==> src/rtl/sub_pkg.sv <==
// Shared types for the bit-serial subtract path: FSM state encoding and default width.
package sub_pkg;

  localparam int DEFAULT_WIDTH = 8;

  typedef enum logic [1:0] {
    IDLE  = 2'd0,
    SHIFT = 2'd1,
    DONE  = 2'd2
  } state_t;

endpackage

==> src/rtl/full_subtractor.sv <==
// One-bit full-subtractor cell: diff = a - b - bin, bout set when the bit underflows.
module full_subtractor (
  input  logic a,
  input  logic b,
  input  logic bin,
  output logic diff,
  output logic bout
);

  assign diff = a ^ b ^ bin;
  assign bout = (~a & (b ^ bin)) | (b & bin);

endmodule

==> src/rtl/serial_sub_ctrl.sv <==
// Bit-serial subtractor: time-shares one full_subtractor over WIDTH cycles, LSB first.
// Optional zero/ovf flag outputs are enabled with macro SERIAL_SUB_FLAGS_EN.
module serial_sub_ctrl
  import sub_pkg::*;
#(
  parameter int WIDTH = DEFAULT_WIDTH
) (
  input  logic             clk,
  input  logic             rst,
  input  logic             start,
  input  logic [WIDTH-1:0] a,
  input  logic [WIDTH-1:0] b,
  input  logic             bin,
  output logic             ready,
  output logic             busy,
  output logic             done,
  output logic [WIDTH-1:0] diff,
  output logic             bout
`ifdef SERIAL_SUB_FLAGS_EN
  ,
  output logic             zero,
  output logic             ovf
`endif
);

  localparam int CNT_W = $clog2(WIDTH + 1);

  state_t           state_reg, state_next;
  logic [WIDTH-1:0] a_sr, b_sr, res_sr;
  logic             brw;
  logic [CNT_W-1:0] cnt;
  logic             d_bit, b_next;
  logic             last_bit;
  logic [WIDTH-1:0] res_full;

  full_subtractor u_cell (
    .a    (a_sr[0]),
    .b    (b_sr[0]),
    .bin  (brw),
    .diff (d_bit),
    .bout (b_next)
  );

  assign last_bit = (cnt == CNT_W'(WIDTH - 1));
  // Result word including the bit being produced this cycle; on the last SHIFT
  // edge this is the complete difference, so diff is valid alongside done.
  assign res_full = {d_bit, {(WIDTH-1){1'b0}}} | (res_sr >> 1);

  always_ff @(posedge clk or posedge rst) begin
    if (rst) state_reg <= IDLE;
    else     state_reg <= state_next;
  end

  always_comb begin
    state_next = state_reg;
    ready      = 1'b0;
    busy       = 1'b0;
    done       = 1'b0;
    case (state_reg)
      IDLE: begin
        ready = 1'b1;
        if (start) state_next = SHIFT;
      end
      SHIFT: begin
        busy = 1'b1;
        if (last_bit) state_next = DONE;
      end
      DONE: begin
        done       = 1'b1;
        state_next = IDLE;
      end
      default: state_next = IDLE;
    endcase
  end

`ifdef SERIAL_SUB_FLAGS_EN
  logic a_msb, b_msb;
`endif

  always_ff @(posedge clk or posedge rst) begin
    if (rst) begin
      a_sr   <= '0;
      b_sr   <= '0;
      res_sr <= '0;
      brw    <= 1'b0;
      cnt    <= '0;
      diff   <= '0;
      bout   <= 1'b0;
`ifdef SERIAL_SUB_FLAGS_EN
      a_msb  <= 1'b0;
      b_msb  <= 1'b0;
      zero   <= 1'b0;
      ovf    <= 1'b0;
`endif
    end else begin
      case (state_reg)
        IDLE: begin
          if (start) begin
            a_sr <= a;
            b_sr <= b;
            brw  <= bin;
            cnt  <= '0;
`ifdef SERIAL_SUB_FLAGS_EN
            a_msb <= a[WIDTH-1];
            b_msb <= b[WIDTH-1];
`endif
          end
        end
        SHIFT: begin
          a_sr   <= a_sr >> 1;
          b_sr   <= b_sr >> 1;
          res_sr <= res_full;
          brw    <= b_next;
          cnt    <= cnt + CNT_W'(1);
          if (last_bit) begin
            diff <= res_full;
            bout <= b_next;
`ifdef SERIAL_SUB_FLAGS_EN
            zero <= (res_full == '0);
            ovf  <= (a_msb != b_msb) && (res_full[WIDTH-1] != a_msb);
`endif
          end
        end
        default: ;
      endcase
    end
  end

endmodule

==> config.mk <==
export PLATFORM = sky130hd
export DESIGN_NAME = serial_sub_ctrl
export DESIGN_NICKNAME = d
export VERILOG_FILES = /design/src/rtl/sub_pkg.sv /design/src/rtl/full_subtractor.sv /design/src/rtl/serial_sub_ctrl.sv
export SDC_FILE = /design/constraint.sdc
export NUM_CORES = 1
export LEC_CHECK = 0
export CAP_MARGIN = 40
export CELL_PAD_IN_SITES_DETAIL_PLACEMENT = 0
export CELL_PAD_IN_SITES_GLOBAL_PLACEMENT = 1
export CORE_MARGIN = 2
export CORE_UTILIZATION = 30
export DETAILED_ROUTE_END_ITERATION = 12
export PLACE_DENSITY = 0.68
export SYNTH_ARGS = -nofsm -noshare
export SYNTH_HDL_FRONTEND = slang
export SYNTH_SLANG_ARGS = --single-unit
export TNS_END_PERCENT = 50
==> constraint.sdc <==
create_clock -name clk -period 2.27 [get_ports clk]
set_input_delay 0.3405 -clock clk [delete_from_list [all_inputs] [get_ports clk]]
set_output_delay 0.3405 -clock clk [all_outputs]
set_load 0.02 [all_outputs]
Word-level counts from Yosys, hierarchy flattened
Cells that the tools add are included.
{"block": "op_classes", "n_addsub": 1, "eq_ne": 5, "n_mux": 14, "bitwise": 8, "reduce_logical": 5}
{"cell": "8-bit case mux with 2 select lines", "n": 2}
{"cell": "8-bit 2-to-1 mux", "n": 2}
{"cell": "8-bit by 7-bit OR with 8-bit output", "n": 1}
{"cell": "4-bit case mux with 2 select lines", "n": 1}
{"cell": "2-bit AND reduction", "n": 3}
{"cell": "4-bit by 1-bit adder with 4-bit output (second input constant)", "n": 1}
{"cell": "4-bit by 3-bit equality test with 1-bit output (second input constant)", "n": 1}
{"cell": "1-bit 2-to-1 mux", "n": 4}
{"cell": "2-bit 2-to-1 mux", "n": 2}
{"cell": "4-bit 2-to-1 mux", "n": 1}
{"cell": "2-bit != test (second input constant)", "n": 2}
{"cell": "2-bit case mux with 2 select lines", "n": 1}
{"cell": "1-bit XOR", "n": 3}
{"cell": "1-bit bitwise AND", "n": 2}
{"cell": "2-bit by 1-bit equality test with 1-bit output (second input constant)", "n": 1}
{"cell": "2-bit equality test (second input constant)", "n": 1}
{"cell": "2-bit zero test", "n": 1}
{"cell": "1-bit case mux with 2 select lines", "n": 1}
{"cell": "2-bit nonzero test", "n": 1}
{"cell": "1-bit inverter", "n": 1}
{"cell": "1-bit OR", "n": 1}
{"block": "word_totals", "register_bits": 40, "inputBits": 20, "out_inout_bits": 12, "word_cells": 41}

Longest topological paths before layout
{"block": "logic_depth", "ltp_word": 4, "depth_mapped": 6}

Hierarchy
A second synthesis with hierarchy kept.
{"block": "hier_totals", "hier_cells": 171, "area_unflattened_um2": 1765.4}
{"mod": "serial_sub_ctrl", "instances": 1, "cells_each": 168, "area_per_inst_um2": 1737.9, "seq_area_each_um2": 975.9}
{"mod": "full_subtractor", "instances": 1, "cells_each": 3, "area_per_inst_um2": 27.5, "seq_area_each_um2": 0.0}

Worst setup path after synthesis
No wires, ideal clock.
{"block": "synth_timing", "path_kind": "register to register", "from": "register cnt[0]", "to": "register bout", "arrival_time_ns": 1.303, "required_time_ns": 2.145, "setup_slack_ns": 0.843, "path_stages_with_launch": 5, "path_buffers": 0, "path_cell_list": "dfrtp_1 ha_1 nand2_1 nor3_4 mux2_2"}
{"block": "synth_between", "elab_chain_len": 2}
{"item": "start: declaration", "line_no": "serial_sub_ctrl.sv:31", "source": "logic [CNT_W-1:0] cnt;"}
{"item": "start signal: assignment", "line_no": "serial_sub_ctrl.sv:114", "source": "cnt <= cnt + CNT_W'(1);"}
{"item": "4-bit by 3-bit equality test with 1-bit output", "line_no": "serial_sub_ctrl.sv:44", "source": "assign last_bit = (cnt == CNT_W'(WIDTH - 1));"}
{"item": "2-bit AND reduction (no source line)"}
{"item": "end signal: assignment", "line_no": "serial_sub_ctrl.sv:117", "source": "bout <= b_next;"}
{"item": "end: declaration", "line_no": "serial_sub_ctrl.sv:18", "source": "output logic bout"}
No other way between the ends.
A chain may end at the register's enable or synchronous reset.

Worst setup path after layout
{"block": "layout_timing", "from": "register state_reg[1]", "to": "output busy"}
{"block": "layout_between", "elab_chain_len": 2}
{"item": "start: declaration", "line_no": "serial_sub_ctrl.sv:28", "source": "state_t state_reg, state_next;"}
{"item": "start signal: assignment", "line_no": "serial_sub_ctrl.sv:51", "source": "else state_reg <= state_next;"}
{"item": "2-bit by 1-bit equality test with 1-bit output", "line_no": "serial_sub_ctrl.sv:59", "source": "case (state_reg)"}
{"item": "1-bit 2-to-1 mux", "line_no": "serial_sub_ctrl.sv:59"}
{"item": "end: declaration", "line_no": "serial_sub_ctrl.sv:15", "source": "output logic busy,"}
No other way between the ends.

==> flow_summary_export.csv <==
group,metric,value,unit
status,outcome,"completed",
synthesis,ys_ff_latch,39,
worst_hold_path,holdCritPathClass,"primary input to asynchronous set/reset pin",
clock_tree,cts_tree,"built",
clock_tree,numCtsBuffers,5,
clock_tree,cts_buffer_depth,2,
synthesis,synth_area_per_cell,10.6,sq um
global_route,grt_pass1_vias,1269,
routing,wl_per_cell,12.9,um
sta,fin_crit_sh,92.4,%
global_route,grtUsageMet3,3.91,%
floorplanning,rows,27,
clock_tree,htree_levels,2,
setup_path,worstReg2RegStart,"state_reg[1]$_DFFE_PP0P_",
setup_path,worst_path_dominant_cell_family,"buffers and inverters",
setup_path,cpPeakStageDelay,630,ps
power,cellLeakagePower,0.000936,uW
global_route,grt_util_all_layers,12.5,%
sta,finalSetupViolCount,0,
synthesis,synth_edf_count,0,
cells_and_area,reg_top3,"a_sr x8, b_sr x8, diff x8",
global_route,top_usage_layer,"met2",
sta,rsz0062_at_grt,"false",
global_route,grt_overflow,0,
clock_tree,clock_sinks,39,
global_route,grt_max_degree,40,
run,maxCapViolCount,0,
setup_path,crit_type,"flip-flop to output pin",
synthesis,synth_seq_area_share,58.9,%
clock_tree,cts-resized-gates,0,
global_route,antenna_found_initial,0,
clock_tree,clock_latency,280,ps
synthesis,synth-main-ff-cell,"dfrtp_1",
setup_path,path_cells,"nand2b_2 -> clkinv_1 -> clkdlybuf4s50_1",
global_route,use_met1,16.4,%
setup_path,cp_max_fo,12,
routing,vias,1209,
synthesis,syn-num-nets,178,
power,ir_worst_vdd,0.531,mV
floorplanning,fp.dieW,78.3,um
sta,worst_slew_pin_slew,527,ps
clock_tree,cts_hold_repair.buffers,0,
synthesis,synthCells,156,
clock_tree,postCtsSetupBuffers,0,
floorplanning,core,5410,sq um
setup_path,cp_data_arrival_time,1760,ps
cells_and_area,drive_above_1_share,10.0,%
setup_path,required,1930,ps
routing,drc,0,
routing,ant_nets,0,
setup_path,crit_start,"state_reg[1]$_DFFE_PP0P_",
routing,drt-pass1-iter-count,4,
global_route,grtUsageMet2,19.0,%
synthesis,yosys.cell_types.count,25,
sta,fin_hold_ws,471,ps
sta,finalMaxSlewViolations,0,
clock_tree,clk_pin_slew,70,ps
routing,viasPerCell,4.61,
power,powerDensity,1300,nW/um^2
floorplanning,die-area,6130,sq um
setup_path,path_buf_inv,2,
synthesis,yosysWarnings,0,
setup_path,critPathSlowestCell,"clkdlybuf4s50_1",
floorplanning,io_pins,32,
sta,fin_crit,2100,ps
global_route,grt_pass1_wl,5880,um
power,finalPower,2780,uW
sta,fmax,0.477,GHz
routing,routed_wl,3390,um
cells_and_area,area_growth,29.0,%
cells_and_area,diodes,0,
placed_design,gp_congestion,0.765,
routing,drt_iter0_markers,111,
sta,maxSlewHeadroom,64.8,%
sta,finalHoldViolCount,0,
setup_path,startpoint_type,"flip-flop",
sta,finalClockSkew,5.42,ps
synthesis,synthesis.area,1660,sq um
cells_and_area,nNetsFinal,213,
sta,tns,0,ps
floorplanning,die_h,78.3,um
placed_design,numPortBuffers,31,
floorplanning,start_util,30.6,%
synthesis,synthArstFlopShare,100,%
setup_path,critPathCaptureType,"output pin",
cells_and_area,post-route-util,39.5,%
placed_design,dpl.hpwl,2370,um
clock_tree,cts_root_buffer,"clkbuf_8",
cell families after synthesis:
logic type      Yosys count  synth area share [%]
buf+inv                  14                  3.40
fa+ha+maj                 2                  1.96
flops                    39                  58.9
compound gates           39                  14.9
simple gates             52                  14.1
mux                      10                  6.72
metal layers:
metal  wire, um  part of all wire (%)  up-vias
met5          0                     0        -
met4         58                   1.7        0
met3         76                   2.2        5
met2       1690                    50       14
met1       1560                    46      584
li1           -                     -      606
cell usage after synthesis, types with 3 or more instances:
cell | number | area (sq um)
a22oi_1 | 13 | 97.6
dfrtp_1 | 39 | 976
nand3_1 | 3 | 15.0
mux2_2 | 6 | 67.6
clkbuf_1 | 6 | 22.5
a21oi_1 | 3 | 15.0
nand2_1 | 39 | 146
inv_1 | 4 | 15.0
buf_2 | 3 | 15.0
nor2_1 | 3 | 11.3
mux2_1 | 3 | 33.8
o21ai_0 | 18 | 90.1
path summary, 6_finish.rpt:
kind	to	slack [ps]	cells past startpoint
setup / recovery	busy	170	3
hold / removal	state_reg[1]$_DFFE_PP0P_	470	3
setup reg to reg	diff[3]$_DFFE_PP0P_	580	3
hold reg to reg	a_sr[2]$_DFFE_PP0P_	480	2
max in group asynchronous	diff[0]$_DFFE_PP0P_	1470	3
min in group clk	a_sr[2]$_DFFE_PP0P_	480	2
final cells by class:
cell class | instances | area, sq um
multi-input cells | 103 | 624
repair buffers | 37 | 355
inverters | 5 | 18.8
clock buffers | 6 | 72.6
flip-flops and latches | 39 | 976
well taps | 72 | 90.1
fillers | 565 | 3270
worst register-to-register path, stage by stage (launching register included):
cell and delay [ps]:
dfrtp_1 370, nand2b_2 290, nor3_4 510, mux2_2 400
through the flow:
stage / worst slack [ps] / instance area (sq um) / cells
final: 172 / 2140 / 262
after global routing: 58.8 / 2140 / 262
after CTS: 152 / 2140 / 262
after detailed placement: 470 / 2060 / 256
after global placement: 491 / 2060 / 256
after floorplan: 843 / 1660 / 156
placed cells by master (no fill, tap or decap), types with 2 or more instances in the layout:
| cell | count |
|---|---|
| a21oi_1 | 3 |
| a22o_1 | 2 |
| a22oi_1 | 13 |
| and3b_1 | 2 |
| buf_4 | 6 |
| clkbuf_8 | 5 |
| clkdlybuf4s50_1 | 31 |
| dfrtp_1 | 39 |
| inv_1 | 4 |
| mux2_1 | 3 |
| mux2_2 | 6 |
| nand2_1 | 39 |
| nand3_1 | 3 |
| nor2_1 | 3 |
| nor2b_1 | 2 |
| o21ai_0 | 18 |
power breakdown:
part | switching, uW | internal, uW
Combinational | 628 | 546
Sequential | 189 | 996
Clock | 212 | 205
Total | 1030 | 1750
Power figures use the tool's default switching activity.
